`src/rtl/cnn_cfg_master.sv`:
```
// Configuration master for the CNN accelerator register block.
// On each launch it programs the input and output bases and sets CTRL.start.
// It then waits for done_i, with a timeout, and reads STATUS back.
// Transfers go out over an OBI master port with at most one in flight.
//
// state      | meaning
// -----------+--------------------------------------------------
// IDLE       | waiting for start_i
// WR_IN      | write INPUT_BASE  (+0x08)
// WR_OUT     | write OUTPUT_BASE (+0x0C)
// WR_CTRL    | write CTRL (+0x00) = 1
// WAIT_DONE  | count cycles until done_i or timeout
// RD_STAT    | read STATUS (+0x04) into status_o
// FINISH     | one-cycle finish_o pulse
//
// Each bus state has a request phase (resp_q=0, req held until gnt) and a
// response phase (resp_q=1, waiting for rvalid).
module cnn_cfg_master #(
  parameter int unsigned            ADDR_WIDTH = 32,
  parameter int unsigned            DATA_WIDTH = 32,
  parameter logic [ADDR_WIDTH-1:0]  BASE_ADDR  = '0,
  parameter int unsigned            TIMEOUT    = 1024
) (
  input  logic                  clk_i,
  input  logic                  rst_ni,
  input  logic                  start_i,
  input  logic [ADDR_WIDTH-1:0] input_base_i,
  input  logic [ADDR_WIDTH-1:0] output_base_i,
  output logic                  obi_req_o,
  output logic                  obi_we_o,
  output logic [ADDR_WIDTH-1:0] obi_addr_o,
  output logic [DATA_WIDTH-1:0] obi_wdata_o,
  output logic [3:0]            obi_aid_o,
  input  logic                  obi_gnt_i,
  input  logic                  obi_rvalid_i,
  input  logic [DATA_WIDTH-1:0] obi_rdata_i,
  input  logic                  obi_err_i,
  input  logic                  done_i,
  output logic                  busy_o,
  output logic                  finish_o,
  output logic [1:0]            err_o,
  output logic [DATA_WIDTH-1:0] status_o
);

  localparam int unsigned     CW       = $clog2(TIMEOUT);
  localparam logic [CW-1:0]   CNT_LAST = CW'(TIMEOUT - 1);

  typedef enum logic [2:0] {
    S_IDLE, S_WR_IN, S_WR_OUT, S_WR_CTRL, S_WAIT_DONE, S_RD_STAT, S_FINISH
  } state_e;

  state_e                state_q, state_d;
  logic                  resp_q, resp_d;
  logic [ADDR_WIDTH-1:0] in_base_q, in_base_d;
  logic [ADDR_WIDTH-1:0] out_base_q, out_base_d;
  logic [3:0]            aid_q, aid_d;
  logic [CW-1:0]         cnt_q, cnt_d;
  logic [1:0]            err_q, err_d;
  logic [DATA_WIDTH-1:0] status_q, status_d;
  logic                  bus_active;
  logic                  gnt_now;
  state_e                next_step;

  // State and datapath registers; reset abandons any transfer in flight.
  always_ff @(posedge clk_i or negedge rst_ni) begin
    if (!rst_ni) begin
      state_q    <= S_IDLE;
      resp_q     <= 1'b0;
      in_base_q  <= '0;
      out_base_q <= '0;
      aid_q      <= '0;
      cnt_q      <= '0;
      err_q      <= '0;
      status_q   <= '0;
    end else begin
      state_q    <= state_d;
      resp_q     <= resp_d;
      in_base_q  <= in_base_d;
      out_base_q <= out_base_d;
      aid_q      <= aid_d;
      cnt_q      <= cnt_d;
      err_q      <= err_d;
      status_q   <= status_d;
    end
  end

  // Next-state, bus handshake and output decode.
  always_comb begin
    state_d      = state_q;
    resp_d       = resp_q;
    in_base_d    = in_base_q;
    out_base_d   = out_base_q;
    aid_d        = aid_q;
    cnt_d        = '0;
    err_d        = err_q;
    status_d     = status_q;
    next_step    = S_IDLE;
    bus_active   = 1'b0;
    gnt_now      = 1'b0;
    obi_we_o     = 1'b0;
    obi_addr_o   = '0;
    obi_wdata_o  = '0;

    case (state_q)
      S_IDLE: begin
        if (start_i) begin
          in_base_d  = input_base_i;
          out_base_d = output_base_i;
          err_d      = 2'd0;
          status_d   = '0;
          resp_d     = 1'b0;
          state_d    = S_WR_IN;
        end
      end
      S_WR_IN: begin
        bus_active  = 1'b1;
        next_step   = S_WR_OUT;
        obi_we_o    = 1'b1;
        obi_addr_o  = BASE_ADDR + ADDR_WIDTH'(32'h8);
        obi_wdata_o = DATA_WIDTH'(in_base_q);
      end
      S_WR_OUT: begin
        bus_active  = 1'b1;
        next_step   = S_WR_CTRL;
        obi_we_o    = 1'b1;
        obi_addr_o  = BASE_ADDR + ADDR_WIDTH'(32'hC);
        obi_wdata_o = DATA_WIDTH'(out_base_q);
      end
      S_WR_CTRL: begin
        bus_active  = 1'b1;
        next_step   = S_WAIT_DONE;
        obi_we_o    = 1'b1;
        obi_addr_o  = BASE_ADDR;
        obi_wdata_o = DATA_WIDTH'(32'h1);
      end
      S_WAIT_DONE: begin
        if (done_i) begin
          state_d = S_RD_STAT;
          resp_d  = 1'b0;
        end else if (cnt_q == CNT_LAST) begin
          err_d   = 2'd2;
          state_d = S_FINISH;
        end else begin
          cnt_d = cnt_q + CW'(1);
        end
      end
      S_RD_STAT: begin
        bus_active = 1'b1;
        next_step  = S_FINISH;
        obi_addr_o = BASE_ADDR + ADDR_WIDTH'(32'h4);
      end
      S_FINISH: state_d = S_IDLE;
      default:  state_d = S_IDLE;
    endcase

    // A grant and rvalid in the same cycle complete the transfer at once.
    if (bus_active) begin
      gnt_now = !resp_q && obi_gnt_i;
      if (gnt_now) aid_d = aid_q + 4'd1;
      if ((resp_q || gnt_now) && obi_rvalid_i) begin
        resp_d = 1'b0;
        if (state_q == S_RD_STAT) status_d = obi_rdata_i;
        if (obi_err_i) begin
          err_d   = 2'd1;
          state_d = S_FINISH;
        end else begin
          state_d = next_step;
        end
      end else if (gnt_now) begin
        resp_d = 1'b1;
      end
    end
  end

  assign obi_req_o = bus_active && !resp_q;
  assign obi_aid_o = aid_q;
  assign busy_o    = (state_q != S_IDLE);
  assign finish_o  = (state_q == S_FINISH);
  assign err_o     = err_q;
  assign status_o  = status_q;

endmodule
```
`config.mk`:
```
export PLATFORM = sky130hd
export DESIGN_NAME = cnn_cfg_master
export DESIGN_NICKNAME = d
export VERILOG_FILES = /design/src/rtl/cnn_cfg_master.sv
export SDC_FILE = /design/constraint.sdc
export NUM_CORES = 1
export LEC_CHECK = 0
export CAP_MARGIN = 20
export CORE_AREA = 2 2 132 102
export DETAILED_ROUTE_END_ITERATION = 16
export DIE_AREA = 0 0 134 104
export GPL_TIMING_DRIVEN = 0
export HOLD_SLACK_MARGIN = 0.06
export PLACE_DENSITY = 0.9
export SLEW_MARGIN = 40
export SYNTH_ARGS = -nofsm -noshare
export SYNTH_HDL_FRONTEND = slang
export SYNTH_SLANG_ARGS = --single-unit
export TNS_END_PERCENT = 30
```
`constraint.sdc`:
```
create_clock -name clk_i -period 1.8 [get_ports clk_i]
set_clock_uncertainty 0.05 [all_clocks]
set_input_delay 0.36 -clock clk_i [delete_from_list [all_inputs] [get_ports clk_i]]
set_output_delay 0.36 -clock clk_i [all_outputs]
set_load 0.01 [all_outputs]
```
==> metrics.txt <==
Reg power frac 31.0%; Fillers 992; power per cell area 1634 mW/mm^2; vias in the first global route 5146; outcome finished, violations left; Placement Cell Area 0.007617 sq mm; Core Region 0.01266 sq mm; Cells after Synth 590; yosys warns 0; Final WS setup -0.3366 ns; Pint 0.009243 W; sequential-to-total area share from yosys stat 52.97%; Max Slew Vio Count 0; worst-path cell chain buf_6 > nand2b_4 > nor2_4 > buf_12 > clkbuf_16 > a22o_1 > buf_2; wire length on met3 1.186 mm; RSZ-0062 raised after global routing yes; die height 104 um; Synth Cell Area 0.005480 sq mm; TNS Setup -12.47 ns; Comb power frac 44.1%; Max stage delay on crit path 0.44 ns; EDFF count, synth 0; clock buffer depth 2; Clock Power Share 25.0%; top layer in use met4; n_diodes 0; post-route minimum period 2.137 ns; Syn Area/Cell 9.289 sq um; met2 wire len 8.098 mm; Post-Synth Adder-Cell Area 0.4566%; Critical Path RT 1.39 ns; Detail Placement HPWL 10.99 mm; worst slew pin tran 0.5795 ns; number of antenna violations at the first check in global routing 0; slew margin rel. 61.14%; final hold vios 0; Pleak 4.314 nW; largest net degree at the start of global routing 65; Psw 0.004871 W; WL met1 7.098 mm; row cnt 36; Compound-Gate Fraction of Synth Area 7.968%; Synth area leader dfrtp_1; total die area 0.01394 sq mm; nets@finish 950; period utilization 118.7%; vias per cell 4.847; Synth Register Bits 116; clk sink count 116; Switching Fraction 34.51%; Startpoint Class register; WL/cell 16.24 um; Crit Path Max Fanout 7; Reg clk slew, reported paths 0.06 ns; hold crit path type input pin to asynchronous set/reset pin; H-tree levels 4; Starting Density 43.30%; placed instance count 969; final count of negative-setup-slack endpoints 68; post-synthesis mux area share 6.621%; highest-count cells in the layout ignoring fill and taps nand2_1, clkdlybuf4s50_1, dfrtp_1; Routed Antenna Nets 0; total grt overflow 0; setup slack, reg-to-reg -0.09 ns; post-synth cell types 44; Synth Area in Simple Gates 21.05%; CTS tree yes; failing checks setup timing; final std cells w/o fill 1028; largest family of logic cells by synthesized area simple AND/OR/NAND/NOR gates; area delta synth->final 57.63%; layout cell share with drive strength beyond 1 20.54%; gr usage total 24.32%; Post-synth top flop dfrtp_1; First DRT Iteration DRCs 298; share of the synthesized area in the top cell type 52.97%; clock latency at the later pin of the worst-skew pair 0.40 ns; first-pass GRT wire length 26.48 mm; Fmax 468.0 MHz; io pins 209; Area contributors post-synth dfrtp_1, nand2_1, mux2i_1, buf_4, a22o_1; detailed-route DRC error count 0; most common cell after layout, fill and taps aside nand2_1; Routed WL 16.70 mm; Max Cap Viol 0; Synth Area in XOR/XNOR 0.9589%; asr flop ratio synth 100.0%; crit path DAT 1.73 ns; via count 4983; GPL Wtd Cong 0.7967; Crit Path Class register to output port; Slowest-stage cell, CP dfrtp_2; DRT Pass-1 Iters 7; clk root buf clkbuf_16; worst vdd ir 0.8341 mV; endpoint class of the critical path output port; CTS Buf Count 17; Final Instance Area 0.008638 sq mm; Die X 134 um; Port Buffers 178
-- cells in the mapped netlist, types with 2 or more instances --
library cell and number:
buf_2 5, o21ai_0 5, clkbuf_1 12, nand2_1 231
inv_1 36, mux2i_1 34, a22o_1 31, ha_1 2
and2_1 2, nor2_1 10, nor3_1 4, or3_1 4
nand2b_1 3, nand3_1 4, nand4_1 6, buf_6 4
xnor2_1 3, o22ai_1 2, a32o_1 2, mux2_2 2
and3_1 2, dfrtp_1 116, xor2_1 3, o31ai_1 3
buf_4 39, a21oi_1 5, and4_1 3
-- power groups by stage --
| stage | logic, W | registers [W] | clock network (W) |
|---|---|---|---|
| finish | 0.00622 | 0.00437 | 0.00352 |
| global route | 0.00669 | 0.00450 | 0.00371 |
| CTS | 0.00586 | 0.00435 | 0.00357 |
| detailed placement | 0.00529 | 0.00436 | 0 |
| global placement | 0.00513 | 0.00433 | 0 |
| floorplan | 0.00253 | 0.00441 | 0 |
-- repair_timing --
action | in CTS | in global routing
gates cloned | 4 | 2
hold buffers | 1 | 0
setup buffers | 15 | 8
endpoints found under the hold margin | 52 | 0
pin swaps | 5 | 32
setup endpoints to repair | 93 | 133
gates resized for setup | 203 | 48
-- metrics by stage --
step | utilization, % | hold slack [ns] | total power, W | setup slack [ns]
6_report | 68.25 | 0.3969 | 0.01411 | -0.3366
5_1_grt | 68.25 | 0.4229 | 0.01491 | -0.4228
4_1_cts | 66.96 | 0.4108 | 0.01378 | -0.3251
3_5_place_dp | 60.18 | 0.2521 | 0.009645 | -0.8854
3_3_place_gp | 59.92 | 0.4074 | 0.009460 | -4.169
2_1_floorplan | - | 0.01441 | 0.006937 | 0.1006
-- final cells by class --
| class | instances | area, sq um | share of cell area [%] |
|---|---|---|---|
| Clock buffer | 18 | 429.2 | 4.968 |
| Tap cell | 171 | 214.0 | 2.477 |
| Timing Repair Buffer | 208 | 1968 | 22.78 |
| Inverter | 36 | 135.1 | 1.564 |
| Buffer | 59 | 579.3 | 6.706 |
| Multi-Input combinational cell | 407 | 2222 | 25.72 |
| Clock inverter | 13 | 183.9 | 2.129 |
| Sequential cell | 116 | 2907 | 33.65 |
-- metal layers --
metal / vias up / global-route usage [%]
met4: 0 / 7.523
met3: 27 / 7.261
li1: 2365 / -
met5: - / 0
met2: 188 / 39.16
met1: 2403 / 31.65
-- critical path: cells and delay by family (launching register included) --
kind            cells  cell delay (ns)
buf+inv             4             0.57
flops               1             0.44
simple gates        2             0.12
compound gates      1             0.19
-- cell families after synthesis --
| kind of cell | after synthesis |
|---|---|
| buf+inv | 96 |
| compound gates | 56 |
| fa+ha+maj | 2 |
| flops | 116 |
| mux | 36 |
| other cells | 1 |
| simple gates | 277 |
| xor+xnor | 6 |
-- state kept, by name (all words and copies together), names as in the netlist --
| signal | flops |
|---|---|
| err_o | 2 |
| status_o | 32 |
| obi_aid_o | 4 |
| resp_q | 1 |
| cnt_q | 10 |
| state_q | 3 |
| in_base_q | 32 |
| out_base_q | 32 |
-- worst paths after layout --
kind / from / end / depth (start not counted)
setup / recovery: state_q[1] / obi_wdata_o[21] / 7
hold / removal: rst_ni / status_o[14] / 2
setup reg to reg: state_q[0] / in_base_q[0] / 6
hold reg to reg: obi_aid_o[3] / obi_aid_o[3] / 1
max in group asynchronous: rst_ni / in_base_q[29] / 3
min in group clk_i: obi_aid_o[3] / obi_aid_o[3] / 1
No activity file was read; power rests on OpenSTA's default activity.
